--- config.mk ---
export PLATFORM = sky130hd
export DESIGN_NAME = lcd_msg_scheduler
export DESIGN_NICKNAME = d
export VERILOG_FILES = /design/src/rtl/lcd_msg_scheduler.sv
export SDC_FILE = /design/constraint.sdc
export NUM_CORES = 1
export LEC_CHECK = 0
export CAP_MARGIN = 20
export CELL_PAD_IN_SITES_DETAIL_PLACEMENT = 0
export CELL_PAD_IN_SITES_GLOBAL_PLACEMENT = 2
export CORE_MARGIN = 10
export CORE_UTILIZATION = 22
export DETAILED_ROUTE_END_ITERATION = 8
export PLACE_DENSITY = 0.94
export SYNTH_ARGS = -nofsm -noshare
export SYNTH_HDL_FRONTEND = slang
export SYNTH_SLANG_ARGS = --single-unit
--- constraint.sdc ---
create_clock -name clk -period 2.3 [get_ports clk]
set_input_delay 0.69 -clock clk [delete_from_list [all_inputs] [get_ports clk]]
set_output_delay 0.69 -clock clk [all_outputs]
set_load 0.005 [all_outputs]
--- src/rtl/lcd_msg_scheduler.sv ---
// Arbitrates two message requesters and streams the granted message to the LCD driver:
// a clear/home command byte, then 16 ROM bytes, then a one-cycle done pulse.
//
// state    | meaning
// ---------+-----------------------------------------------------------
// S_IDLE   | waiting for a request; the grant is registered on this edge
// S_CLEAR  | presenting CLR_BYTE as a command byte
// S_STREAM | presenting ROM byte {msg, idx}, idx 0..15
// S_DONE   | one-cycle end-of-message pulse
module lcd_msg_scheduler #(
    parameter logic [7:0] CLR_BYTE    = 8'h01,
    parameter bit         SKIP_REPEAT = 1'b1
) (
    input  logic       clk,
    input  logic       rstb,
    input  logic       req_a,
    input  logic [2:0] msg_a,
    input  logic       req_b,
    input  logic [2:0] msg_b,
    output logic       gnt_a,
    output logic       gnt_b,
    output logic [6:0] rom_addr,
    input  logic [7:0] rom_data,
    output logic [7:0] char_out,
    output logic       char_valid,
    output logic       char_is_cmd,
    input  logic       char_ready,
    output logic       busy,
    output logic       done,
    output logic [2:0] cur_msg
);

    typedef enum logic [1:0] {
        S_IDLE   = 2'd0,
        S_CLEAR  = 2'd1,
        S_STREAM = 2'd2,
        S_DONE   = 2'd3
    } state_t;

    localparam logic [3:0] IDX_LAST = 4'd15;

    state_t     r_state;
    state_t     w_next_state;
    logic [3:0] r_idx;
    logic [2:0] r_msg;
    logic [2:0] r_cur_msg;
    logic       r_last_b;
    logic       r_gnt_a;
    logic       r_gnt_b;

    logic       w_any_req;
    logic       w_pick_b;
    logic [2:0] w_sel_msg;
    logic       w_skip;
    logic       w_xfer;

    // With both requesters active, the one not granted last time wins.
    assign w_any_req = req_a | req_b;
    assign w_pick_b  = req_b & (~req_a | ~r_last_b);
    assign w_sel_msg = w_pick_b ? msg_b : msg_a;
    assign w_skip    = SKIP_REPEAT && (w_sel_msg == r_cur_msg);
    assign w_xfer    = char_valid & char_ready;

    always_ff @(posedge clk or posedge rstb) begin
        if (rstb) begin
            r_state <= S_IDLE;
        end else begin
            r_state <= w_next_state;
        end
    end

    always_comb begin
        w_next_state = r_state;
        case (r_state)
            S_IDLE: begin
                if (w_any_req) begin
                    w_next_state = w_skip ? S_DONE : S_CLEAR;
                end
            end
            S_CLEAR: begin
                if (w_xfer) begin
                    w_next_state = S_STREAM;
                end
            end
            S_STREAM: begin
                if (w_xfer && (r_idx == IDX_LAST)) begin
                    w_next_state = S_DONE;
                end
            end
            S_DONE: begin
                w_next_state = S_IDLE;
            end
            default: begin
                w_next_state = S_IDLE;
            end
        endcase
    end

    always_comb begin
        char_valid  = 1'b0;
        char_is_cmd = 1'b0;
        char_out    = 8'h00;
        busy        = 1'b1;
        done        = 1'b0;
        case (r_state)
            S_IDLE: begin
                busy = 1'b0;
            end
            S_CLEAR: begin
                char_valid  = 1'b1;
                char_is_cmd = 1'b1;
                char_out    = CLR_BYTE;
            end
            S_STREAM: begin
                char_valid = 1'b1;
                char_out   = rom_data;
            end
            S_DONE: begin
                done = 1'b1;
            end
            default: begin
                busy = 1'b0;
            end
        endcase
    end

    // Grant, message latch and arbitration history all update on the IDLE grant edge.
    always_ff @(posedge clk or posedge rstb) begin
        if (rstb) begin
            r_gnt_a   <= 1'b0;
            r_gnt_b   <= 1'b0;
            r_msg     <= 3'd0;
            r_cur_msg <= 3'd0;
            r_last_b  <= 1'b1;
        end else begin
            r_gnt_a <= 1'b0;
            r_gnt_b <= 1'b0;
            if ((r_state == S_IDLE) && w_any_req) begin
                r_gnt_a   <= ~w_pick_b;
                r_gnt_b   <= w_pick_b;
                r_msg     <= w_sel_msg;
                r_cur_msg <= w_sel_msg;
                r_last_b  <= w_pick_b;
            end
        end
    end

    // idx holds at 15 on the final transfer; it is cleared when the clear byte is accepted.
    always_ff @(posedge clk or posedge rstb) begin
        if (rstb) begin
            r_idx <= 4'd0;
        end else if (w_xfer) begin
            if (r_state == S_CLEAR) begin
                r_idx <= 4'd0;
            end else if (r_idx != IDX_LAST) begin
                r_idx <= r_idx + 4'd1;
            end
        end
    end

    assign gnt_a    = r_gnt_a;
    assign gnt_b    = r_gnt_b;
    assign cur_msg  = r_cur_msg;
    assign rom_addr = {r_msg, r_idx};

endmodule

==> results of run 1 <==
[per-layer routing]
metal / vias to the layer above / GRT usage
li1: 397 / -
met1: 338 / 0.09403
met2: 41 / 0.1202
met3: 0 / 0.04120
met4: 0 / 0.01056
met5: - / 0
[power by group through the flow]
stage | registers, mW | logic (mW) | clock network [mW]
3_5_place_dp | 0.410 | 1.02 | 0
5_1_grt | 0.424 | 1.16 | 0.246
3_3_place_gp | 0.405 | 1.00 | 0
6_report | 0.405 | 1.02 | 0.233
2_1_floorplan | 0.405 | 0.491 | 0
4_1_cts | 0.409 | 1.03 | 0.237
[layout make-up]
type | instances | area (sq um) | share of cell area
Clock buffer | 4 | 55.05 | 0.04055
Inverter | 7 | 26.28 | 0.01935
Sequential cell | 12 | 301.5 | 0.2221
Timing Repair Buffer | 47 | 449.2 | 0.3309
Multi-Input combinational cell | 66 | 467.9 | 0.3447
Tap cell | 46 | 57.56 | 0.04240
[state kept, by name, indices dropped and copies added (netlist names)]
signal and count:
cur_msg 3, r_last_b 1, r_state 2, r_idx 4, gnt_b 1, gnt_a 1
[final timing paths]
path                                     to  slack [ns]  cells past startpoint
max in group asynchronous          r_last_b        1.20                      2
min in group asynchronous             gnt_a        0.76                      2
worst max-delay path            char_out[7]        0.08                      3
worst min register to register     r_last_b        0.54                      1
worst max register to register     r_idx[3]        0.55                      8
worst min-delay path               r_last_b        0.54                      1
[worst max-delay path: stages]
cell and delay (ns):
clkdlybuf4s50_1 0.44, and3_1 0.16, dlygate4sd2_1 0.24
[kinds of logic (layout without fill, tap and decap cells)]
group                    count (synthesis)  after routing  synth area share
adder cells (fa/ha/maj)                  6              6           0.09288
multiplexers                             4              4           0.04954
buffers and inverters                   12             58           0.06967
flip-flops                              12             12            0.3731
XOR/XNOR                                 5              5           0.05419
AO/OA/AOI/OAI                           20             20            0.1656
AND/OR/NAND/NOR                         31             31            0.1951
[cell usage in the layout, fill, tap and decap left out]
cell	count
nand2_1	8
clkdlybuf4s15_1	1
o2111ai_1	1
dfrtp_1	11
clkbuf_8	4
ha_4	1
dlygate4sd2_1	7
a21oi_1	2
buf_4	5
clkdlybuf4s50_1	34
and3_1	8
o21ai_0	10
o32a_2	1
nor2_1	6
nand4_1	1
a211o_1	1
nand3_1	2
xor2_1	3
ha_1	3
nand3b_1	1
inv_1	7
ha_2	2
o21ai_1	2
dfstp_2	1
mux2i_1	4
a2bb2oi_1	1
a21o_1	1
nand2b_1	2
nor2b_1	3
a21boi_4	1
xnor2_1	2
[through the flow]
| stage | setup WS [ns] | instance area, sq um | power (mW) | setup TNS (ns) | hold slack [ns] |
|---|---|---|---|---|---|
| final | 0.07801 | 1358 | 1.660 | 0 | 0.5375 |
| after global routing | 0.004946 | 1358 | 1.830 | 0 | 0.5498 |
| after CTS | 0.01887 | 1351 | 1.680 | 0 | 0.5389 |
| after detailed placement | -0.2143 | 1294 | 1.429 | -1.457 | 0.5321 |
| after global placement | -0.2044 | 1294 | 1.405 | -1.403 | 0.5241 |
| after floorplan | 0.4805 | 808.3 | 0.8957 | 0 | 0.5200 |
[repair_timing]
item | 4_1_cts | 5_1_grt
setup endpoints to repair | 9 | 9
setup buffers | 0 | 0
gates resized for setup | 10 | 3
==> run_results.csv, run 1 <==
group,metric,value,unit
floorplanning,die_y,80.62,um
sta,hold_viol_final,0,
floorplanning,die_area,6499,sq um
clock_tree,cts.htree.levels,1,
worst_setup_path,crit_start,"rom_data[7]",
clock_tree,clk_latency,0.24,ns
synthesis,synth_most_common_cell,"dfrtp_1",
power_and_ir_drop,p_switching,0.6063,mW
route,first_pass_iters,4,
worst_setup_path,worstSetupStartpointType,"input pin",
route,wl,2.461,mm
synthesis,synth_area_leaders,"dfrtp_1 34%, ha_1 9.3%, and3_1 6.2%",
global_route,antenna_found_initial,0,
route,drc_errors,0,
placement,place.gp.congestion,0.7948,
global_route,grt_max_degree,13,
power_and_ir_drop,internal_power,1.054,mW
synthesis,synthFlopType,"dfrtp_1",
sta,tightest_slew,0.4615,ns
power_and_ir_drop,powerDensity,1223,nW/um^2
route,vias_per_cell,4.264,
status,status,"finished clean",
floorplanning,start_util,0.2348,
route,via_count,776,
layout,layout-drive-gt1-share,0.1103,
power_and_ir_drop,p_leak,0.6441,nW
worst_hold_path,worstHoldPathType,"reg -> reg",
sta,rsz0062_at_grt,"false",
synthesis,yosys.cell_types.count,26,
floorplanning,die_w,80.62,um
floorplanning,boundaryPins,43,
synthesis,yosysTopAreaCell,"dfrtp_1",
synthesis,ys_seq_area_frac,0.3731,
layout,fin_util,0.3944,
layout,finalNetCount,162,
sta,period_minus_slack,2.222,ns
clock_tree,cts_made_buffers,3,
route,top_layer_used,"met3",
layout,area_delta_synth_final,67.96,%
floorplanning,placeableCoreArea,3442,sq um
sta,max-slew-margin-rel,0.6920,
synthesis,syn_nets,115,
sta,fmax,450.0,MHz
sta,min_period_over_period,0.9661,
global_route,grt_pass1_vias,889,
synthesis,synth_area,808.3,sq um
clock_tree,clk_pin_slew_worst_paths,0.05,ns
clock_tree,ctsHoldBuffers,0,
global_route,grt_first_pass_wirelength,4.140,mm
power_and_ir_drop,p_clk_frac,0.140,
synthesis,ys_warn_count,0,
route,wl_met1,1.149,mm
placement,port_buffers,42,
route,drtIter0Drc,52,
layout,nFillCells,350,
layout,fin_cells,182,
global_route,grt-ovfl-total,0,
layout,n_antenna_cell,0,
synthesis,async_flop_share,1.000,
worst_hold_path,hp-start,"r_last_b",
route,drtAntennaViolNets,0,
synthesis,syn_area_per_cell,8.981,sq um
run,max_cap_viol_count,0,
synthesis,synth-edff-count,0,
synthesis,syn_inst,90,
clock_tree,cts_tree,"built",
route,drt-wirelength-per-cell,13.52,um
sta,finalSetupViolCount,0,
clock_tree,cts.sink_count,12,
power_and_ir_drop,ir_worst_vdd,0.4314,mV
global_route,grt_usage,0.07745,
synthesis,synth-seq-cells,12,
route,route.met2.wl,950,um
floorplanning,fp-row-count,21,
sta,maxSlewViolCount,0,
worst_setup_path,worst-endpoint-required,1.61,ns
synthesis,yosys.area.top_type_share,0.3406,
worst_setup_path,end_kind,"output port",
power_and_ir_drop,power_frac_seq,0.244,
placement,hpwlAfterDp,2.000,mm
power_and_ir_drop,switching_share,0.3653,
worst_setup_path,worstSetupPathType,"in -> out",
worst_setup_path,r2r_start,"r_state[0]",
placement,place_inst,178,
clock_tree,cts_root_buf,"clkbuf_8",
worst_setup_path,critical_path.max_fanout,1,
sta,finalClockSkew,0.005006,ns
power_and_ir_drop,comb_power_share,0.615,
worst_setup_path,cp.arrival,1.53,ns
synthesis,synth_common_cells,"11 x dfrtp_1, 10 x o21ai_0, 8 x and3_1, 8 x nand2_1, 7 x inv_1",
clock_tree,clockBufferDepth,2,
route,met3RoutedLength,360,um
No activity file was read; power rests on OpenSTA's default activity.
==> inputs of run 2 (changes only) <==
--- a/config.mk
+++ b/config.mk
@@ -9,9 +9,10 @@
 export CELL_PAD_IN_SITES_DETAIL_PLACEMENT = 0
 export CELL_PAD_IN_SITES_GLOBAL_PLACEMENT = 2
 export CORE_MARGIN = 10
-export CORE_UTILIZATION = 22
+export CORE_UTILIZATION = 21
 export DETAILED_ROUTE_END_ITERATION = 8
-export PLACE_DENSITY = 0.94
+export PLACE_DENSITY = 0.91
 export SYNTH_ARGS = -nofsm -noshare
 export SYNTH_HDL_FRONTEND = slang
 export SYNTH_SLANG_ARGS = --single-unit
+export TNS_END_PERCENT = 10
==> constraint.sdc (replaced) <==
create_clock -name clk -period 2.5 [get_ports clk]
set_input_delay 0.75 -clock clk [delete_from_list [all_inputs] [get_ports clk]]
set_output_delay 0.75 -clock clk [all_outputs]
set_load 0.005 [all_outputs]
==> run 2 against run 1 <==
  * Critical path depth unchanged
  * Worst hold slack got worse by 0.0015 ns
  * Setup slack improved by 0.025 ns
  * Largest power group unchanged
  * Wire length decreased by 0.41%
  * Via count decreased by 0.52%
  * Design area decreased by 1.8%
  * Count of clock-buffer cells in the layout unchanged
  * First-iteration DRC count decreased by 33%
  * Combinational power decreased by 14%
  * Critical endpoint is now char_valid
  * Core utilization decreased by 3.3 points
  * Sequential share of layout area increased by 0.40 points
  * Die area increased by 3.6%
==> run_results.csv, run 2 (synthesized netlist as in run 1, its figures left out) <==
group,metric,value,unit
power_and_ir_drop,p_leak,0.6726,nW
clock_tree,clockBufferDepth,2,
worst_setup_path,cp.arrival,1.65,ns
placement,hpwlAfterDp,2.023,mm
sta,min_period_over_period,0.9589,
global_route,grt-ovfl-total,0,
global_route,grt_first_pass_wirelength,3.912,mm
clock_tree,ctsHoldBuffers,0,
sta,finalSetupViolCount,0,
floorplanning,die_area,6731,sq um
placement,post_dp_cell_area,1259,sq um
sta,period_minus_slack,2.397,ns
worst_setup_path,end_kind,"output port",
clock_tree,cts_made_buffers,3,
power_and_ir_drop,ir_worst_vdd,0.4056,mV
sta,fmax,417.1,MHz
clock_tree,cts.htree.levels,1,
placement,place_inst,175,
sta,max-slew-margin-rel,0.6340,
route,via_count,772,
sta,tightest_slew,0.5453,ns
floorplanning,fp-row-count,22,
route,vias_per_cell,4.313,
global_route,antenna_found_initial,0,
global_route,grt_pass1_vias,841,
layout,largest_register,"r_idx",
run,max_cap_viol_count,0,
floorplanning,die_y,82.04,um
route,wl,2.451,mm
route,first_pass_iters,4,
layout,area_delta_synth_final,65.02,%
route,drt-wirelength-per-cell,13.69,um
worst_hold_path,worstHoldPathType,"reg -> reg",
layout,nFillCells,395,
route,drc_errors,0,
clock_tree,cts.sink_count,12,
worst_setup_path,critical_path.max_fanout,12,
floorplanning,start_util,0.2191,
layout,regArea,301.5,sq um
layout,largest_reg_flops,4,
sta,rsz0062_at_grt,"false",
layout,layout-drive-gt1-share,0.06107,
worst_setup_path,worst-endpoint-required,1.75,ns
power_and_ir_drop,powerDensity,1083,nW/um^2
layout,multi_input_area,475.5,sq um
layout,finalNetCount,157,
clock_tree,cts_tree,"built",
sta,finalSetupTns,0,ns
layout,fin_cells,179,
layout,n_antenna_cell,0,
clock_tree,cts_setup_buffers,0,
layout,final_cell_area,1334,sq um
global_route,grt_usage,0.07332,
layout,final_cell_mix,"34 x clkdlybuf4s50_1, 11 x dfrtp_1, 10 x o21ai_0, 8 x nand2_1, 8 x and3_1",
floorplanning,die_w,82.04,um
worst_setup_path,worstSetupStartpointType,"register",
worst_setup_path,r2r_setup_slack,0.76,ns
route,drtAntennaViolNets,0,
sta,maxSlewViolCount,0,
sta,finalClockSkew,0.006468,ns
route,drtIter0Drc,35,
clock_tree,clk_pin_slew_worst_paths,0.06,ns
sta,hold_viol_final,0,
placement,place.gp.congestion,0.8332,
floorplanning,boundaryPins,43,
layout,final_common_cell,"clkdlybuf4s50_1",
floorplanning,placeableCoreArea,3689,sq um
clock_tree,cts_root_buf,"clkbuf_8",
status,status,"finished clean",
clock_tree,clk_latency,0.24,ns
worst_setup_path,worstSetupPathType,"reg -> out",
placement,port_buffers,42,
global_route,grt_max_degree,13,
run 2: changes by cell type in the layout (fill, tap and decap cells not counted):
cell,delta
buf_4,-5
dlymetal6s2s_1,+4
dlygate4sd2_1,-3
ha_2,-2
clkbuf_1,+1
clkbuf_8,-1
clkdlybuf4s15_1,-1
ha_1,+1
ha_4,+1
run 2: through the flow:
step | utilization | hold WS [ns] | setup slack (ns) | power, mW
after floorplan | - | 0.5200 | 0.6205 | 0.8241
after global placement | 0.3412 | 0.5233 | -0.1383 | 1.235
after detailed placement | 0.3412 | 0.5299 | -0.1475 | 1.257
after CTS | 0.3528 | 0.5378 | -0.09616 | 1.443
after global routing | 0.3616 | 0.5583 | 0.01036 | 1.594
final | 0.3616 | 0.5361 | 0.1027 | 1.444
run 2: repair_timing:
action                                  4_1_cts  5_1_grt
hold endpoints to repair                      0        0
gates resized for setup                       5        7
endpoints found under the setup margin        9        5
run 2: worst paths after layout:
check | from | end | cells past startpoint
worst max-delay path | r_state[1] | char_valid | 3
worst max register to register | r_state[1] | r_idx[3] | 7
worst min-delay path | r_last_b | r_last_b | 1
worst min register to register | r_last_b | r_last_b | 1
max in group asynchronous | rstb | r_last_b | 2
min in group asynchronous | rstb | cur_msg[1] | 2
run 2: layout make-up:
type / instances / area share
Tap cell: 48 / 0.04503
Sequential cell: 12 / 0.2261
Clock buffer: 4 / 0.03377
Multi-Input combinational cell: 66 / 0.3565
Timing Repair Buffer: 42 / 0.3189
Inverter: 7 / 0.01970
run 2: report_power, final:
group	total, mW	internal (mW)	switching, mW
Sequential	0.381	0.288	0.0934
Combinational	0.882	0.499	0.382
Clock	0.181	0.112	0.0688
run 2: worst max-delay path: stages, from the launching register on:
cell             delay (ns)
dfrtp_1                0.42
inv_1                  0.13
ha_4                   0.34
clkdlybuf4s50_1        0.52
run 2: routing by layer:
| metal | wire length (um) | GRT usage | vias up |
|---|---|---|---|
| li1 | - | - | 388 |
| met1 | 1137 | 0.08360 | 348 |
| met2 | 986 | 0.1129 | 36 |
| met4 | 0 | 0.02041 | 0 |
| met3 | 327 | 0.04476 | 0 |
| met5 | 0 | 0 | - |
==> inputs of run 3 (changes only) <==
--- a/config.mk
+++ b/config.mk
@@ -10,6 +10,8 @@
 export CELL_PAD_IN_SITES_GLOBAL_PLACEMENT = 2
 export CORE_MARGIN = 10
 export CORE_UTILIZATION = 21
+export CTS_BUF_LIST = sky130_fd_sc_hd__clkbuf_16
+export CTS_CLUSTER_DIAMETER = 100
 export DETAILED_ROUTE_END_ITERATION = 8
 export PLACE_DENSITY = 0.91
 export SYNTH_ARGS = -nofsm -noshare
==> constraint.sdc (replaced) <==
create_clock -name clk -period 2.7 [get_ports clk]
set_input_delay 0.81 -clock clk [delete_from_list [all_inputs] [get_ports clk]]
set_output_delay 0.81 -clock clk [all_outputs]
set_load 0.005 [all_outputs]
==> run 3 against run 2 <==
  * Clock power rose by 48%
  * Count of clock-buffer cells in the layout decreased by 1
  * Design area increased by 0.94%
  * Total power decreased by 1.2%
  * Worst hold slack got worse by 0.0029 ns
  * Register-to-register slack better by 0.23 ns
  * First-iteration DRC count increased by 40%
  * Sequential cell count unchanged
  * Largest cell class unchanged
==> run_results.csv, run 3 (synthesized netlist as in run 1, its figures left out) <==
group,metric,value,unit
clock_tree,cts_tree,"built",
global_route,grt_usage,0.07762,
power_and_ir_drop,switching_share,0.3589,
worst_setup_path,end_kind,"output port",
worst_hold_path,worstHoldPathType,"reg -> reg",
layout,final_cell_mix,"34 x clkdlybuf4s50_1, 11 x dfrtp_1, 10 x o21ai_0, 8 x nand2_1, 8 x and3_1",
route,drc_errors,0,
clock_tree,cts_made_buffers,3,
power_and_ir_drop,p_leak,0.6469,nW
placement,place_inst,175,
placement,port_buffers,42,
power_and_ir_drop,p_switching,0.5120,mW
sta,rsz0062_at_grt,"false",
placement,place.gp.congestion,0.8201,
layout,nFillCells,403,
clock_tree,cts.htree.levels,1,
global_route,grt_first_pass_wirelength,4.050,mm
worst_setup_path,worst-endpoint-required,1.89,ns
floorplanning,start_util,0.2191,
route,first_pass_iters,4,
sta,period_minus_slack,2.470,ns
power_and_ir_drop,internal_power,0.9145,mW
placement,hpwlAfterDp,2.083,mm
global_route,grt_pass1_vias,875,
worst_hold_path,holdPathStages,1,
worst_setup_path,cp.arrival,1.66,ns
global_route,grt_max_degree,13,
worst_setup_path,critical_path.max_fanout,1,
power_and_ir_drop,p_clk_frac,0.188,
layout,layout-drive-gt1-share,0.06107,
global_route,antenna_found_initial,0,
layout,largest_register,"r_idx",
clock_tree,clk_pin_slew_worst_paths,0.04,ns
route,route.met2.wl,986,um
layout,fin_cells,179,
route,via_count,796,
layout,area_delta_synth_final,66.56,%
floorplanning,die_y,82.04,um
clock_tree,clockBufferDepth,2,
clock_tree,cts.sink_count,12,
floorplanning,die_w,82.04,um
route,drtIter0Drc,49,
sta,tightest_slew,0.5445,ns
route,wl,2.509,mm
global_route,grt-ovfl-total,0,
route,vias_per_cell,4.447,
run,max_cap_viol_count,0,
sta,max-slew-margin-rel,0.6346,
clock_tree,clk_latency,0.24,ns
floorplanning,boundaryPins,43,
layout,finalNetCount,157,
status,status,"finished clean",
sta,finalSetupViolCount,0,
clock_tree,cts_root_buf,"clkbuf_16",
power_and_ir_drop,powerDensity,1060,nW/um^2
sta,fin_hold_ws,0.5331,ns
route,drt-wirelength-per-cell,14.02,um
sta,min_period_over_period,0.9147,
worst_hold_path,hp-start,"r_last_b",
sta,fmax,404.9,MHz
power_and_ir_drop,power.total,1.427,mW
route,met3RoutedLength,278,um
floorplanning,die_area,6731,sq um
route,drtAntennaViolNets,0,
worst_setup_path,r2r_start,"r_state[1]",
sta,finalClockSkew,0.0009332,ns
worst_setup_path,reg2reg_depth,7,
layout,largest_reg_flops,4,
sta,maxSlewViolCount,0,
worst_hold_path,min_to,"r_last_b",
power_and_ir_drop,power_frac_seq,0.247,
route,top_layer_used,"met4",
worst_setup_path,timing.rr.end,"r_idx[3]",
sta,hold_viol_final,0,
power_and_ir_drop,comb_power_share,0.565,
layout,final_common_cell,"clkdlybuf4s50_1",
worst_setup_path,worstSetupPathType,"in -> out",
power_and_ir_drop,ir_worst_vdd,0.4173,mV
floorplanning,fp-row-count,22,
worst_setup_path,r2r_setup_slack,0.99,ns
layout,n_antenna_cell,0,
route,wl_met1,1.214,mm
floorplanning,placeableCoreArea,3689,sq um
worst_setup_path,worstSetupStartpointType,"input pin",
-- run 3: worst max-delay path by stage --
stage                     start           to  cells after the start
floorplan            r_state[1]  char_out[1]                      4
global placement    rom_data[0]  char_out[0]                      4
detailed placement  rom_data[0]  char_out[0]                      4
CTS                 rom_data[1]  char_out[1]                      3
global route        rom_data[0]  char_out[0]                      4
finish              rom_data[6]  char_out[6]                      3
-- run 3: final cells by class --
class,count,area (sq um),share of cell area
well taps,48,60.06,0.04461
repair buffers,42,414.1,0.3076
multi-input cells,66,465.4,0.3457
clock inverters,1,3.754,0.002788
flip-flops and latches,12,301.5,0.2240
clock buffers,3,75.07,0.05576
inverters,7,26.28,0.01952
-- run 3: metrics by stage --
stage               utilization  setup slack (ns)  setup TNS (ns)  instance area (sq um)
detailed placement       0.3412          -0.06062         -0.1778                   1259
CTS                      0.3609          0.004383               0                   1331
floorplan                     -            0.7605               0                  808.3
global placement         0.3412          -0.05830         -0.1424                   1259
finish                   0.3650            0.2304               0                   1346
global route             0.3650            0.1649               0                   1346
-- run 3: metal layers --
layer | track usage | up-vias
met5 | 0 | -
met4 | 0.03061 | 0
met3 | 0.03821 | 3
met2 | 0.1183 | 39
met1 | 0.09142 | 367
li1 | - | 387
-- run 3: timing repair --
| item | CTS | global route |
|---|---|---|
| buffers inserted | 0 | 0 |
| resized for setup | 8 | 3 |
| hold buffers | 0 | 0 |
| endpoints found under the setup margin | 8 | 1 |
-- run 3: power by group through the flow --
| stage | Sequential (mW) | Combinational, mW | Clock (mW) |
|---|---|---|---|
| finish | 0.352 | 0.806 | 0.268 |
| CTS | 0.354 | 0.800 | 0.276 |
| global route | 0.370 | 0.919 | 0.287 |
| detailed placement | 0.355 | 0.809 | 0 |
| global placement | 0.351 | 0.793 | 0 |
| floorplan | 0.345 | 0.418 | 0 |
-- run 3: worst max-delay path: stages --
cell and delay [ns]:
clkdlybuf4s50_1 0.46, and3_1 0.15, dlygate4sd2_1 0.24
